**src/rtl/uart_pkg.sv**
```systemverilog
// Shared UART definitions: receiver state encoding, data width and the
// default bit period used by both the receiver and the transmitter.
package uart_pkg;

  localparam int UART_DATA_W       = 8;
  localparam int UART_CLKS_PER_BIT = 868;  // 100 MHz / 115200 baud

  typedef enum logic [2:0] {
    ST_IDLE   = 3'd0,
    ST_START  = 3'd1,
    ST_DATA   = 3'd2,
    ST_PARITY = 3'd3,
    ST_STOP   = 3'd4,
    ST_BREAK  = 3'd5
  } rx_state_e;

endpackage

```
**src/rtl/uart_rx_fifo.sv**
```systemverilog
// Receive FIFO, first-word-fall-through. The head entry is shown
// combinationally from storage (0 when empty). A push into a full FIFO is
// accepted only if a pop happens in the same cycle; otherwise it is dropped
// and o_overflow pulses. A pop when empty is ignored.
module uart_rx_fifo
  import uart_pkg::*;
#(
  parameter int DEPTH = 8
) (
  input  logic                       clk,
  input  logic                       rst_n,
  input  logic                       i_push,
  input  logic [UART_DATA_W-1:0]     i_data,
  input  logic                       i_pop,
  output logic [UART_DATA_W-1:0]     o_data,
  output logic                       o_empty,
  output logic [$clog2(DEPTH):0]     o_level,
  output logic                       o_overflow
);

  localparam int AW = $clog2(DEPTH);

  logic [UART_DATA_W-1:0] r_mem [DEPTH];
  logic [AW-1:0]          r_wr_ptr;
  logic [AW-1:0]          r_rd_ptr;
  logic [AW:0]            r_count;
  logic                   w_full;
  logic                   w_pop;
  logic                   w_push;

  assign o_empty    = (r_count == '0);
  assign w_full     = (r_count == (AW+1)'(DEPTH));
  assign w_pop      = i_pop && !o_empty;
  assign w_push     = i_push && (!w_full || w_pop);
  assign o_overflow = i_push && w_full && !w_pop;
  assign o_data     = o_empty ? '0 : r_mem[r_rd_ptr];
  assign o_level    = r_count;

  // Pointers wrap naturally because DEPTH is a power of two.
  always_ff @(posedge clk) begin
    if (!rst_n) begin
      r_wr_ptr <= '0;
      r_rd_ptr <= '0;
      r_count  <= '0;
    end else begin
      if (w_push) r_wr_ptr <= r_wr_ptr + AW'(1);
      if (w_pop)  r_rd_ptr <= r_rd_ptr + AW'(1);
      case ({w_push, w_pop})
        2'b10:   r_count <= r_count + (AW+1)'(1);
        2'b01:   r_count <= r_count - (AW+1)'(1);
        default: r_count <= r_count;
      endcase
    end
  end

  // Storage write; contents need no reset because the head is masked when empty.
  always_ff @(posedge clk) begin
    if (w_push) r_mem[r_wr_ptr] <= i_data;
  end

endmodule

```
**src/rtl/uart_rx_core.sv**
```systemverilog
// UART receiver: 2-flop synchronizer, bit counter, receive FSM and FIFO.
// Frame is 8N1; defining UART_RX_PARITY_EN makes it 8E1 and enables
// parity_err. Handshake: a byte leaves the FIFO on any clk edge where
// rx_valid && rx_ready; rx_data is only meaningful while rx_valid.
module uart_rx_core
  import uart_pkg::*;
#(
  parameter int CLKS_PER_BIT = UART_CLKS_PER_BIT,
  parameter int FIFO_DEPTH   = 8
) (
  input  logic                          clk,
  input  logic                          rst_n,
  input  logic                          rx_i,
  output logic [UART_DATA_W-1:0]        rx_data,
  output logic                          rx_valid,
  input  logic                          rx_ready,
  output logic [$clog2(FIFO_DEPTH):0]   rx_level,
  output logic                          frame_err,
  output logic                          overrun_err,
  output logic                          parity_err,
  input  logic                          err_clr,
  output rx_state_e                     o_dbg_state
);

  localparam int CNT_W = $clog2(CLKS_PER_BIT);
  localparam logic [CNT_W-1:0] CNT_FULL = CNT_W'(CLKS_PER_BIT - 1);
  localparam logic [CNT_W-1:0] CNT_HALF = CNT_W'(CLKS_PER_BIT / 2 - 1);

  logic [1:0]             r_sync;
  logic                   r_rx_prev;
  logic                   w_rx;
  logic                   w_fall;
  rx_state_e              r_state;
  rx_state_e              w_state_nxt;
  logic [CNT_W-1:0]       r_cnt;
  logic [2:0]             r_idx;
  logic [UART_DATA_W-1:0] r_shift;
  logic                   r_push;
  logic                   r_frame_err;
  logic                   r_overrun_err;
  logic                   w_tick;
  logic                   w_cnt_load;
  logic                   w_cnt_half;
  logic                   w_shift_en;
  logic                   w_idx_clr;
  logic                   w_push_set;
  logic                   w_frame_set;
  logic                   w_fifo_empty;
  logic                   w_fifo_ovf;
`ifdef UART_RX_PARITY_EN
  logic                   r_par_bad;
  logic                   r_parity_err;
  logic                   w_par_sample;
  logic                   w_par_set;
`endif

  assign w_rx   = r_sync[1];
  assign w_fall = r_rx_prev && !w_rx;
  assign w_tick = (r_cnt == '0);

  // Synchronizer and edge history reset high so a line held low at reset
  // release is not mistaken for a start bit.
  always_ff @(posedge clk) begin
    if (!rst_n) begin
      r_sync    <= 2'b11;
      r_rx_prev <= 1'b1;
    end else begin
      r_sync    <= {r_sync[0], rx_i};
      r_rx_prev <= r_sync[1];
    end
  end

  // FSM state register.
  always_ff @(posedge clk) begin
    if (!rst_n) r_state <= ST_IDLE;
    else        r_state <= w_state_nxt;
  end

  // FSM next state and per-sample control strobes.
  always_comb begin
    w_state_nxt  = r_state;
    w_cnt_load   = 1'b0;
    w_cnt_half   = 1'b0;
    w_shift_en   = 1'b0;
    w_idx_clr    = 1'b0;
    w_push_set   = 1'b0;
    w_frame_set  = 1'b0;
`ifdef UART_RX_PARITY_EN
    w_par_sample = 1'b0;
    w_par_set    = 1'b0;
`endif
    case (r_state)
      ST_IDLE: begin
        if (w_fall) begin
          w_cnt_load  = 1'b1;
          w_cnt_half  = 1'b1;
          w_state_nxt = ST_START;
        end
      end
      ST_START: begin
        if (w_tick) begin
          if (!w_rx) begin
            w_cnt_load  = 1'b1;
            w_idx_clr   = 1'b1;
            w_state_nxt = ST_DATA;
          end else begin
            w_state_nxt = ST_IDLE;  // glitch shorter than half a bit
          end
        end
      end
      ST_DATA: begin
        if (w_tick) begin
          w_shift_en = 1'b1;
          w_cnt_load = 1'b1;
          if (r_idx == 3'd7) begin
`ifdef UART_RX_PARITY_EN
            w_state_nxt = ST_PARITY;
`else
            w_state_nxt = ST_STOP;
`endif
          end
        end
      end
`ifdef UART_RX_PARITY_EN
      ST_PARITY: begin
        if (w_tick) begin
          w_par_sample = 1'b1;
          w_cnt_load   = 1'b1;
          w_state_nxt  = ST_STOP;
        end
      end
`endif
      ST_STOP: begin
        if (w_tick) begin
          if (w_rx) begin
`ifdef UART_RX_PARITY_EN
            if (r_par_bad) w_par_set = 1'b1;
            else
`endif
            w_push_set  = 1'b1;
            w_state_nxt = ST_IDLE;
          end else begin
            w_frame_set = 1'b1;
            w_state_nxt = ST_BREAK;
          end
        end
      end
      ST_BREAK: begin
        if (w_rx) w_state_nxt = ST_IDLE;
      end
      default: w_state_nxt = ST_IDLE;
    endcase
  end

  // Bit-period counter, bit index, shift register and delayed push strobe.
  always_ff @(posedge clk) begin
    if (!rst_n) begin
      r_cnt   <= '0;
      r_idx   <= '0;
      r_shift <= '0;
      r_push  <= 1'b0;
    end else begin
      if (w_cnt_load)   r_cnt <= w_cnt_half ? CNT_HALF : CNT_FULL;
      else if (!w_tick) r_cnt <= r_cnt - CNT_W'(1);
      if (w_idx_clr)       r_idx <= '0;
      else if (w_shift_en) r_idx <= r_idx + 3'd1;
      if (w_shift_en) r_shift <= {w_rx, r_shift[UART_DATA_W-1:1]};
      r_push <= w_push_set;
    end
  end

  // Sticky error flags; a new error wins over a simultaneous clear.
  always_ff @(posedge clk) begin
    if (!rst_n) begin
      r_frame_err   <= 1'b0;
      r_overrun_err <= 1'b0;
    end else begin
      if (w_frame_set)  r_frame_err <= 1'b1;
      else if (err_clr) r_frame_err <= 1'b0;
      if (w_fifo_ovf)   r_overrun_err <= 1'b1;
      else if (err_clr) r_overrun_err <= 1'b0;
    end
  end

`ifdef UART_RX_PARITY_EN
  // Even parity check: the received parity bit must equal the XOR of the data.
  always_ff @(posedge clk) begin
    if (!rst_n) begin
      r_par_bad    <= 1'b0;
      r_parity_err <= 1'b0;
    end else begin
      if (w_par_sample) r_par_bad <= w_rx ^ (^r_shift);
      if (w_par_set)    r_parity_err <= 1'b1;
      else if (err_clr) r_parity_err <= 1'b0;
    end
  end
  assign parity_err = r_parity_err;
`else
  assign parity_err = 1'b0;
`endif

  uart_rx_fifo #(
    .DEPTH (FIFO_DEPTH)
  ) u_fifo (
    .clk        (clk),
    .rst_n      (rst_n),
    .i_push     (r_push),
    .i_data     (r_shift),
    .i_pop      (rx_ready),
    .o_data     (rx_data),
    .o_empty    (w_fifo_empty),
    .o_level    (rx_level),
    .o_overflow (w_fifo_ovf)
  );

  assign rx_valid    = !w_fifo_empty;
  assign frame_err   = r_frame_err;
  assign overrun_err = r_overrun_err;
  assign o_dbg_state = r_state;

endmodule

```
**config.mk**
```make
export PLATFORM = sky130hd
export DESIGN_NAME = uart_rx_core
export DESIGN_NICKNAME = d
export VERILOG_FILES = /design/src/rtl/uart_pkg.sv /design/src/rtl/uart_rx_fifo.sv /design/src/rtl/uart_rx_core.sv
export SDC_FILE = /design/constraint.sdc
export NUM_CORES = 1
export LEC_CHECK = 0
export CAP_MARGIN = 20
export CORE_ASPECT_RATIO = 0.75
export CORE_MARGIN = 4
export CORE_UTILIZATION = 35
export CTS_CLUSTER_SIZE = 14
export DETAILED_ROUTE_END_ITERATION = 10
export SYNTH_ARGS = -nofsm -noshare
export SYNTH_HDL_FRONTEND = slang
export SYNTH_SLANG_ARGS = --single-unit
```
**constraint.sdc**
```tcl
create_clock -name clk -period 2.5 [get_ports clk]
set_input_delay 0.5 -clock clk [delete_from_list [all_inputs] [get_ports clk]]
set_output_delay 0.5 -clock clk [all_outputs]
set_load 0.03 [all_outputs]
```
==> results.cfg <==
[status]
outcome = complete, no violations

[final_layout]
synthToLayoutAreaGrowth_pct = 18.64
nNetsFinal = 377
antennaDiodeCount = 0
drive_above_1_share_pct = 18.65
final_core_util_pct = 42.80
post-route-cell-area_um2 = 5304
fin_cells = 536

[timing]
period_share_pct = 96.45
rsz0062_at_grt = false
finClkSkew_ns = 0.008865
tns_ns = 0
slew_headroom_pct = 47.18
setup_violations = 0
worst_slew_pin_slew_ns = 0.7893
finalHoldViolations = 0
timing.hold.ws_ns = 0.4077
drv_slew = 0
period_needed_ns = 2.411
fmax_ghz = 0.4147

[drt]
wl_per_cell_um = 15.80
wl_um = 8467
num_vias = 2687
drt-initial-drc-count = 166
post-route-drc-count = 0
ant_nets = 0
via_per_inst = 5.013
firstDrtPassIters = 4

[global_routing]
antenna_found_initial = 0
grt_max_degree = 24
grt_first_pass_wirelength_um = 14030
overflow = 0
grt_pass1_vias = 2618
grt_use_total_pct = 12.08

[setup_path]
crit_slowest_cell = mux4_2
crit_family = multiplexers
crit_path_end_kind = output port
crit_buf_inv = 2
start_kind = flip-flop
cp_max_fo = 8
crit_required_ns = 2.00
critPathMaxStageDelay_ns = 0.52
path_cells = clkbuf_16 -> mux4_2 -> mux2i_1 -> nor2_1 -> clkdlybuf4s15_2
cp.arrival_ns = 1.91
worstSetupPathType = reg -> out

[power_and_ir_drop]
switching_share_pct = 27.30
clockPowerShare_pct = 34.2
p_comb_share_pct = 15.1
p_sw_mw = 1.088
power_density_nw_per_um2 = 751.0
internal-power_mw = 2.895
sequentialPowerShare_pct = 50.7
max-vdd-ir-drop_uv = 622.1
leakage_nw = 1.809

[yosys]
avgSynthCellArea_um2 = 13.47
synth_area_um2 = 4471
async_reset_ff_share_pct = 0
yosys.area.top_type = edfxtp_1
synth_most_common_cell = edfxtp_1
synth_top_flop_cell = edfxtp_1
synthTopCellsByArea = edfxtp_1 (43%), dfxtp_1 (19%), mux4_2 (8.1%)
synth_cell_type_count = 50
ys_seq_area_share_pct = 62.24
synthesis.instances = 332
synth_top_area_share_pct = 42.99
synth_edf_count = 64
yosys-top-cells-count = edfxtp_1 (64), dfxtp_1 (43), nor2_1 (41)
synth_seq_cells = 107
syn_nets = 344
yosysWarnings = 0

[place]
dp_hpwl_um = 5699
post-place-cells = 519
gp_congestion = 0.7564
io_buffers = 22
placed_area_um2 = 4977

[floorplan]
pin_count = 24
die_x_um = 138.5
initial_core_util_pct = 36.07
design.core.area_um2 = 12390
row_count = 35
die_area_um2 = 14660
floorplan.die.height_um = 105.9

[clocking]
clock_path_buffers = 2
cts_buffers = 9
insertion_delay_ns = 0.34
post_cts_buffers = 0
cts_sinks = 107
cts_tree = done
clk_pin_slew_ns = 0.07
cts_root_buf = clkbuf_16
cts_hold_buf = 0
h-tree-depth = 3

[job]
maxCapViolCount = 0

[min_path]
min_path_type = reg -> reg
power groups by stage:
stage               clock (mW)  sequential (mW)  combinational [mW]
finish                    1.36             2.02               0.600
global route              1.47             2.03               0.684
CTS                       1.40             2.01               0.599
detailed placement           0             2.05               0.599
global placement             0             2.05               0.586
floorplan                    0             2.01               0.530
cell type report:
cell class / instances / area, µm²
Inverter: 5 / 18.77
Multi-Input combinational cell: 203 / 1598
Clock buffer: 9 / 225.2
Clock inverter: 7 / 58.81
Tap cell: 166 / 207.7
Sequential cell: 107 / 2784
Fill cell: 1154 / 7089
Timing Repair Buffer: 39 / 411.6
worst paths after layout:
path                                              end  slack, ns                  start  cells past startpoint
worst max register to register  r_idx[0]$_SDFFE_PP0P_       0.27  r_cnt[0]$_SDFFE_PN0P_                      6
worst min-delay path             r_sync[1]$_SDFF_PN1_       0.41   r_sync[0]$_SDFF_PN1_                      1
worst min register to register   r_sync[1]$_SDFF_PN1_       0.41   r_sync[0]$_SDFF_PN1_                      1
worst max-delay path                       rx_data[5]       0.09              flip-flop                      5
placed cells by master (no fill, tap or decap), drive strengths merged, types with 10 or more instances in the layout:
master         instances
nor2                  42
nand2                 19
edfxtp                64
o21ai                 11
mux2i                 26
buf                   16
dfxtp                 43
clkbuf                10
clkdlybuf4s50         13
mux4                  16
per-stage QoR:
step	worst slack, ns	power, mW
finish	0.08876	3.983
global route	0.01524	4.189
CTS	0.03181	4.017
detailed placement	0.04426	2.653
floorplan	0.03914	2.543
global placement	0.1185	2.639
repair_timing:
item / CTS / global route
gates cloned: 0 / 1
resized for setup: 25 / 2
endpoints found under the setup margin: 9 / 7
kinds of logic (layout without fill, tap and decap cells):
group | Yosys count | in the layout | share of synthesized area [%]
DFF | 107 | 107 | 62.24
and+or+nand+nor | 105 | 105 | 12.18
muxes | 43 | 43 | 14.22
AOI/OAI and AO/OA | 39 | 39 | 5.570
buffers and inverters | 22 | 60 | 2.183
xor gates and xnor gates | 8 | 8 | 1.567
adders and majority gates | 7 | 7 | 1.959
other | 1 | 1 | 0.08388
worst register-to-register path: stages, from the launching register on:
cell     delay, ns
dfxtp_1       0.33
inv_1         0.11
ha_1          0.21
or4b_1        0.60
or3_4         0.42
o21ai_0       0.35
nor2_1        0.09
state kept, by name, indices dropped and copies added, names as in the netlist, named ones only:
signal           count
u_fifo.r_mem        64
r_cnt               10
r_shift              8
u_fifo.o_level       4
o_dbg_state          3
r_idx                3
u_fifo.r_rd_ptr      3
u_fifo.r_wr_ptr      3
r_sync               2
frame_err            1
overrun_err          1
r_push               1
r_rx_prev            1
metal layers:
metal  vias to the layer above  global-route usage [%]  routed length (µm)
li1                       1309                       -                   -
met5                         -                       0                   0
met3                         9                   3.129                 356
met1                      1317                   17.32                4237
met2                        52                   18.14                3764
met4                         0                   3.385                 108
No activity file was read; power rests on OpenSTA's default activity.
